## src/rtl/dmem_arb_pkg.sv

```systemverilog
// Shared types, funct3 encodings and the access-fault rule for the data-memory arbiter.
// Combinational helpers only; no latency of its own.
// No flow control here; the arbiter FSM owns the handshake.
package dmem_arb_pkg;

    typedef enum logic [1:0] {
        IDLE   = 2'd0,
        ACCESS = 2'd1,
        RESP   = 2'd2
    } state_t;

    localparam logic [2:0] F3_LB  = 3'b000;
    localparam logic [2:0] F3_LH  = 3'b001;
    localparam logic [2:0] F3_LW  = 3'b010;
    localparam logic [2:0] F3_LBU = 3'b100;
    localparam logic [2:0] F3_LHU = 3'b101;
    localparam logic [2:0] F3_SB  = 3'b000;
    localparam logic [2:0] F3_SH  = 3'b001;
    localparam logic [2:0] F3_SW  = 3'b010;

    // Faults: misaligned halfword/word, reserved encodings, and load-only sizes used as stores.
    function automatic logic is_fault(input logic we, input logic [2:0] funct3,
                                      input logic [1:0] addr_lo);
        logic f;
        f = 1'b1;
        if (we) begin
            case (funct3)
                F3_SB:   f = 1'b0;
                F3_SH:   f = addr_lo[0];
                F3_SW:   f = |addr_lo;
                default: f = 1'b1;
            endcase
        end else begin
            case (funct3)
                F3_LB, F3_LBU: f = 1'b0;
                F3_LH, F3_LHU: f = addr_lo[0];
                F3_LW:         f = |addr_lo;
                default:       f = 1'b1;
            endcase
        end
        return f;
    endfunction

endpackage

```

## src/rtl/rr_arbiter2.sv

```systemverilog
// Two-requester round-robin pick: on a tie the port that did not win last time is chosen.
// Purely combinational, zero latency.
// Grants nothing while enable is low; requesters simply keep req asserted.
module rr_arbiter2 (
    input  logic [1:0] req,
    input  logic       last_grant,
    input  logic       enable,
    output logic [1:0] grant,
    output logic       grant_id
);

    // Select the winner; a tie goes to the port opposite last_grant.
    always_comb begin
        grant_id = 1'b0;
        grant    = 2'b00;
        if (enable) begin
            case (req)
                2'b01:   grant_id = 1'b0;
                2'b10:   grant_id = 1'b1;
                2'b11:   grant_id = ~last_grant;
                default: grant_id = 1'b0;
            endcase
            if (|req)
                grant = grant_id ? 2'b10 : 2'b01;
        end
    end

endmodule

```

## src/rtl/dmem_arbiter.sv

```systemverilog
// Shares the data memory between the core port (0) and the debug/DMA port (1), round-robin.
// Fixed 3-cycle transaction: grant pulse in ACCESS, completion pulse in RESP.
// Requesters hold req until gnt; requests seen outside IDLE wait and are never dropped.
module dmem_arbiter
    import dmem_arb_pkg::*;
#(
    parameter int DM_ADDRESS = 9,
    parameter int DATA_W     = 32
) (
    input  logic                  clk,
    input  logic                  reset,
    input  logic                  req0,
    input  logic                  req1,
    input  logic                  we0,
    input  logic                  we1,
    input  logic [DM_ADDRESS-1:0] addr0,
    input  logic [DM_ADDRESS-1:0] addr1,
    input  logic [DATA_W-1:0]     wdata0,
    input  logic [DATA_W-1:0]     wdata1,
    input  logic [2:0]            funct3_0,
    input  logic [2:0]            funct3_1,
    output logic                  gnt0,
    output logic                  gnt1,
    output logic                  rvalid0,
    output logic                  rvalid1,
    output logic [DATA_W-1:0]     rdata0,
    output logic [DATA_W-1:0]     rdata1,
    output logic                  err0,
    output logic                  err1,
    output logic                  mem_read,
    output logic                  mem_write,
    output logic [DM_ADDRESS-1:0] mem_a,
    output logic [DATA_W-1:0]     mem_wd,
    output logic [2:0]            mem_funct3,
    input  logic [DATA_W-1:0]     mem_rd
);

    state_t                state;
    logic                  last_grant;
    logic                  port_q;
    logic                  we_q;
    logic                  fault_q;

    logic [1:0]            grant;
    logic                  grant_id;
    logic                  we_s;
    logic [DM_ADDRESS-1:0] addr_s;
    logic [DATA_W-1:0]     wdata_s;
    logic [2:0]            funct3_s;
    logic                  fault_s;

    rr_arbiter2 u_rr (
        .req        ({req1, req0}),
        .last_grant (last_grant),
        .enable     (state == IDLE),
        .grant      (grant),
        .grant_id   (grant_id)
    );

    // Steer the winning port's fields and classify the access before latching it.
    always_comb begin
        we_s     = grant_id ? we1      : we0;
        addr_s   = grant_id ? addr1    : addr0;
        wdata_s  = grant_id ? wdata1   : wdata0;
        funct3_s = grant_id ? funct3_1 : funct3_0;
        fault_s  = is_fault(we_s, funct3_s, addr_s[1:0]);
    end

    // Transaction sequencer; every output is registered so memory strobes are glitch-free.
    // The mem_a/mem_wd/mem_funct3 registers double as the request latches: they are loaded
    // on grant and only meaningful during ACCESS. A faulting access never reaches memory.
    always_ff @(posedge clk or negedge reset) begin
        if (!reset) begin
            state      <= IDLE;
            last_grant <= 1'b1;
            port_q     <= 1'b0;
            we_q       <= 1'b0;
            fault_q    <= 1'b0;
            gnt0       <= 1'b0;
            gnt1       <= 1'b0;
            rvalid0    <= 1'b0;
            rvalid1    <= 1'b0;
            rdata0     <= '0;
            rdata1     <= '0;
            err0       <= 1'b0;
            err1       <= 1'b0;
            mem_read   <= 1'b0;
            mem_write  <= 1'b0;
            mem_a      <= '0;
            mem_wd     <= '0;
            mem_funct3 <= '0;
        end else begin
            case (state)
                IDLE: begin
                    if (|grant) begin
                        port_q     <= grant_id;
                        we_q       <= we_s;
                        fault_q    <= fault_s;
                        last_grant <= grant_id;
                        gnt0       <= grant[0];
                        gnt1       <= grant[1];
                        mem_read   <= ~fault_s & ~we_s;
                        mem_write  <= ~fault_s &  we_s;
                        mem_a      <= fault_s ? '0 : addr_s;
                        mem_wd     <= fault_s ? '0 : wdata_s;
                        mem_funct3 <= fault_s ? '0 : funct3_s;
                        state      <= ACCESS;
                    end
                end
                ACCESS: begin
                    gnt0       <= 1'b0;
                    gnt1       <= 1'b0;
                    mem_read   <= 1'b0;
                    mem_write  <= 1'b0;
                    mem_a      <= '0;
                    mem_wd     <= '0;
                    mem_funct3 <= '0;
                    rvalid0    <= ~port_q;
                    rvalid1    <=  port_q;
                    err0       <= ~port_q & fault_q;
                    err1       <=  port_q & fault_q;
                    rdata0     <= (!port_q && !we_q && !fault_q) ? mem_rd : '0;
                    rdata1     <= ( port_q && !we_q && !fault_q) ? mem_rd : '0;
                    state      <= RESP;
                end
                RESP: begin
                    rvalid0 <= 1'b0;
                    rvalid1 <= 1'b0;
                    err0    <= 1'b0;
                    err1    <= 1'b0;
                    rdata0  <= '0;
                    rdata1  <= '0;
                    state   <= IDLE;
                end
                default: state <= IDLE;
            endcase
        end
    end

endmodule

```

## config.mk

```make
export PLATFORM = sky130hd
export DESIGN_NAME = dmem_arbiter
export DESIGN_NICKNAME = d
export VERILOG_FILES = /design/src/rtl/dmem_arb_pkg.sv /design/src/rtl/rr_arbiter2.sv /design/src/rtl/dmem_arbiter.sv
export SDC_FILE = /design/constraint.sdc
export NUM_CORES = 1
export LEC_CHECK = 0
export BUFFER_PORTS_ARGS = -buffer_cell sky130_fd_sc_hd__buf_2
export CAP_MARGIN = 20
export CORE_MARGIN = 2
export CORE_UTILIZATION = 52
export DETAILED_ROUTE_END_ITERATION = 10
export HOLD_SLACK_MARGIN = 0.1
export PLACE_DENSITY = 0.93
export RECOVER_POWER = 50
export SYNTH_ARGS = -nofsm -noshare
export SYNTH_HDL_FRONTEND = slang
export SYNTH_HIERARCHICAL = 1
export SYNTH_SLANG_ARGS = --single-unit
```

## constraint.sdc

```tcl
create_clock -name clk -period 6.7 [get_ports clk]
set_clock_uncertainty 0.1 [all_clocks]
set_input_delay 1.005 -clock clk [delete_from_list [all_inputs] [get_ports clk]]
set_output_delay 1.005 -clock clk [all_outputs]
set_load 0.01 [all_outputs]
```

**After elaboration in Yosys (flattened, before gate mapping)**

Index checks and enable logic that the tools add are counted.

- Register bits: 122
- Output and inout port bits: 116
- Word-level logic and storage cells: 93

- Eq/ne operators: 9
- Muxes and demuxes: 40
- Bitwise gates (word level): 8
- Reduce and logical (&&, ||, !) cells: 18

Operator list:

| operator | count |
|---|---|
| 32-bit one-hot mux with 2 select lines | 3 |
| 32-bit two-way mux | 5 |
| 9-bit two-way mux | 3 |
| 1-bit one-hot mux with 2 select lines | 9 |
| 9-bit one-hot mux with 2 select lines | 1 |
| 2-bit OR reduction | 5 |
| 3-bit two-way mux | 3 |
| 1-bit two-way mux | 8 |
| 2-bit two-way mux | 4 |
| 2-bit equality test, second input constant | 3 |
| 3-bit equality test, second input constant | 2 |
| 1-bit one-hot mux with 3 select lines | 2 |
| 3-bit one-hot mux with 2 select lines | 1 |
| 1-bit bitwise AND | 4 |
| 1-bit logical AND | 4 |
| 1-bit inverter | 4 |
| 2-bit one-hot mux with 2 select lines | 1 |
| 2-bit AND reduction | 2 |
| 2-bit nonzero test | 2 |
| 3-bit by 1-bit equality test with 1-bit output, second input constant | 1 |
| 3-bit by 2-bit equality test with 1-bit output, second input constant | 1 |
| 1-bit logical NOT | 3 |
| 3-bit logical NOT | 1 |
| 2-bit by 1-bit equality test with 1-bit output, second input constant | 1 |
| 2 further kinds | 2 |

**Depth between registers and ports, before layout**

- Depth after elaboration: 13
- Mapped depth: 10

**Modules after synthesis**

The synthesis kept the hierarchy.

Modules (own cells, without submodules):

| module | instances | cells each | area each (um2) |
|---|---|---|---|
| dmem_arbiter | 1 | 509 | 5612.9 |
| rr_arbiter2 | 1 | 6 | 26.3 |

**Worst setup path before layout**

OpenSTA, ideal clock, no wires.

- Path kind: input-to-reg
- From: input port req1
- To: register mem_wd[0]
- Setup time: 123 ps
- Data arrival time: 2181 ps
- Path slack: 4296 ps
- Cell stages on the path: 8
- Path buffers: 2
- Cell sequence: nand2_1 a21oi_1 buf_6 nor3_1 a22o_2 a31oi_4 buf_8 o31ai_2

- Word-level cells in the longest chain between the ends: 12
- Elaborated cells between the ends (all ways): 30
- Classes of those cells: eq/ne: 7; mux: 16; reduce/logical: 7

Ends and longest elaborated chain:

| element | line | RTL |
|---|---|---|
| from (decl) | dmem_arbiter.sv:13 | `input logic req1,` |
| 2-bit equality test | rr_arbiter2.sv:17 | `case (req)` |
| 1-bit one-hot mux with 2 select lines * | rr_arbiter2.sv:17 |  |
| 1-bit two-way mux * (2 in a row) | rr_arbiter2.sv:16 | `if (enable) begin` |
| named net grant_id | dmem_arbiter.sv:45 | `logic grant_id;` |
| 3-bit two-way mux | dmem_arbiter.sv:65 | `funct3_s = grant_id ? funct3_1 : funct3_0;` |
| 3-bit by 1-bit equality test with 1-bit output (tied with other cells) | dmem_arb_pkg.sv:27, dmem_arb_pkg.sv:34 |  |
| 2-bit OR reduction | dmem_arb_pkg.sv:34 | `case (funct3)` |
| 1-bit one-hot mux with 3 select lines | dmem_arb_pkg.sv:34 |  |
| 1-bit two-way mux | dmem_arb_pkg.sv:26 | `if (we) begin` |
| 32-bit two-way mux * | dmem_arbiter.sv:105 | `mem_wd <= fault_s ? '0 : wdata_s;` |
| 32-bit two-way mux * | dmem_arbiter.sv:95 | `if (\|grant) begin` |
| 32-bit one-hot mux with 2 select lines * | dmem_arbiter.sv:93 | `case (state)` |
| to (signal assigned) | dmem_arbiter.sv:105 |  |
| to (decl) | dmem_arbiter.sv:33 | `output logic [DATA_W-1:0] mem_wd,` |

The timed path passes the listed nets; every way through them passes the cells marked *. The select of a mux whose other input is x is not followed.
A chain may end at the register's enable or synchronous reset.

==> results.yml <==
setup_path:
  cpPeakStageDelay_ns: 2.13
  crit_cells: 2
  cpMaxStageDelayCell: "clkbuf_1"
  startpoint_type: "primary input"
  cp-end-kind: "asynchronous set/reset pin"
  critPathRequiredTime_ns: 7.11
  reg2reg_depth: 10
  crit_type: "primary input to asynchronous set/reset pin"
  path_max_fanout: 66
  cp_top_family: "buffers and inverters"
  path_cells: "clkbuf_1, buf_4"
  worst-path-buf-inv: 2
  crit_arrival_ns: 4.14
cts:
  cts_tree: "yes"
  root_buffer: "clkbuf_8"
  clk_pin_slew_worst_paths_ns: 0.06
  cts_hold_repair.buffers: 0
  clk_path_buf_depth: 2
  post_cts_resize_count: 0
  cts_buffers: 17
  clock_latency_ns: 0.49
  cts.sinks: 122
  cts_setup_buffers: 0
  htree_levels: 4
synth:
  ys.warnings.count: 6
  synth.distinct_cells: 39
  synth_edf_count: 0
  syn_area_per_cell_um2: 10.95
  yosys.area.top_type_share: 0.5369
  async_flop_share: 1.000
  netlist_top_cells_area: "dfrtp_1 54%, mux2i_1 7.6%, o22ai_1 7.2%, o31ai_2 4.9%, inv_1 4.7%"
  synth_seq_area_share: 0.5416
  synth_area_um2: 5639
  synth-seq-cells: 122
  synth_cells: 515
  syn_nets: 644
  synth_area_leader_cell: "dfrtp_1"
  synth_flop_cell: "dfrtp_1"
finish:
  fillers: 841
  fin_area_um2: 7315
  syn_to_final_growth_pct: 29.71
  antenna-diode-count: 0
  finish.utilization: 0.6837
  drive_above_1_share: 0.3360
  nets: 870
floorplan:
  die_y_um: 108.1
  die_w_um: 108.1
  rows: 38
  coreArea_um2: 10700
  die_area_um2: 11690
  pin_count: 242
  start_util: 0.5271
sta:
  grt_setup_unrepaired: "false"
  finalHoldViolations: 0
  finalCritPeriodShare: 0.5567
  setup_viol: 0
  clock.fmax_ghz: 0.2681
  period_needed_ns: 3.730
  slew_violations: 161
  maxSlewHeadroom: -1.052
  max_slew.worst_pin.slew_ns: 3.078
  finalSetupTns_ns: 0
route:
  totalWireLength_mm: 14.12
  drtAntennaViolNets: 0
  wl_per_cell_um: 15.81
  drc: 0
  first_iter_violations: 246
  vias_per_cell: 5.366
  vias: 4792
  firstDrtPassIters: 4
place:
  gp_congestion: 0.7691
  hpwl_mm: 10.15
  dpl_cell_area_um2: 6845
  port_buffers: 241
global_route:
  grt_pass1_wl_mm: 21.97
  grt_max_degree: 103
  grtUsageMet1: 0.2907
  overflow: 0
  grt_pass1_vias: 4609
  use_met2: 0.4160
  use_met3: 0.07113
  grtUsageTotal: 0.2407
  grt-busiest-layer: "met2"
  antenna_found_initial: 0
power:
  vdd_ir_drop_max_uv: 310.0
  powerDensity_nw_per_um2: 452.7
  p_leak_nw: 3.503
outcome:
  violations: "max-capacitance violations, max-slew violations"
  status: "finished, violations left"
hold_path:
  hold_class: "flip-flop to flip-flop"
  holdPathStages: 2
run:
  maxCapViolCount: 2
==> synthesized netlist by cell type, types with 5 or more instances <==
cell type    n
nor2_1       5
o31ai_2     22
nand3b_1    34
mux2i_1     43
clkbuf_1    18
inv_1       71
o31ai_1     21
buf_2        6
dfrtp_1    121
o22ai_1     65
nand2_1     57
buf_6       10
==> placed cells by master (no fill, tap or decap), types with 3 or more instances in the layout <==
master,Yosys,routed
buf_2,6,186
dfrtp_1,121,121
inv_1,71,71
o22ai_1,65,65
clkbuf_1,18,59
nand2_1,57,57
mux2i_1,43,43
nand3b_1,34,34
o31ai_2,22,22
o31ai_1,21,21
clkbuf_16,0,16
clkinv_2,0,6
nor2_1,5,5
buf_4,2,5
o21ai_0,3,4
mux2_2,3,3
ha_1,3,3
==> through the flow <==
| step | std cells | total power, mW | setup slack (ns) | hold slack [ns] |
|---|---|---|---|---|
| CTS | 892 | 3.372 | 3.140 | 0.3780 |
| global route | 893 | 3.524 | 2.346 | 0.4084 |
| detailed placement | 861 | 2.531 | 2.826 | 0.3647 |
| finish | 893 | 3.311 | 2.970 | 0.3688 |
| global placement | 860 | 2.459 | 2.899 | 0.3552 |
| floorplan | 515 | 2.093 | 4.296 | 0.3536 |
==> path summary, 6_finish.rpt <==
check | startpoint | end | slack (ns)
worst min register to register | mem_wd[20]$_DFFE_PN0P_ | mem_wd[20]$_DFFE_PN0P_ | 0.37
max in group clk | state[1]$_DFFE_PN0P_ | mem_wd[22]$_DFFE_PN0P_ | 3.03
worst min-delay path | mem_wd[20]$_DFFE_PN0P_ | mem_wd[20]$_DFFE_PN0P_ | 0.37
worst max-delay path | reset | fault_q$_DFFE_PN0P_ | 2.97
min in group asynchronous | reset | rdata0[2]$_DFFE_PN0P_ | 1.43
worst max register to register | state[1]$_DFFE_PN0P_ | mem_wd[22]$_DFFE_PN0P_ | 3.03
==> sequential cells by signal, summed over array words and instances, names as in the netlist, 2 cells and up <==
name,cells
rdata0,32
mem_wd,32
rdata1,32
mem_a,9
mem_funct3,3
state,2
==> routing by layer <==
layer | vias to the layer above | share of wire
li1 | 2256 | -
met4 | 0 | 0.0087
met3 | 11 | 0.082
met5 | - | 0
met2 | 215 | 0.50
met1 | 2310 | 0.41
==> area by class of cell <==
class / count / area [um^2] / area share
inverters: 71 / 266.5 / 0.03644
well taps: 140 / 175.2 / 0.02395
multi-input cells: 281 / 2067 / 0.2826
clock buffers: 22 / 442.9 / 0.06055
repair buffers: 248 / 1210 / 0.1654
clock inverters: 9 / 98.84 / 0.01351
flip-flops and latches: 122 / 3054 / 0.4176
==> logic make-up (layout without fill, tap and decap cells) <==
family	count (synthesis)	count (layout)	share of synthesized area
compound gates	128	128	0.1786
fa+ha+maj	3	3	0.006657
buf+inv	112	350	0.09452
flops	122	122	0.5416
mux	47	47	0.08431
simple gates	103	103	0.09430
==> where the power goes <==
part           internal [mW]  total (mW)  switching (mW)
combinational          0.490        1.35           0.864
sequential             0.985        1.13           0.141
clock                  0.533       0.831           0.298
total                   2.01        3.31            1.30
Power figures use the tool's default switching activity.
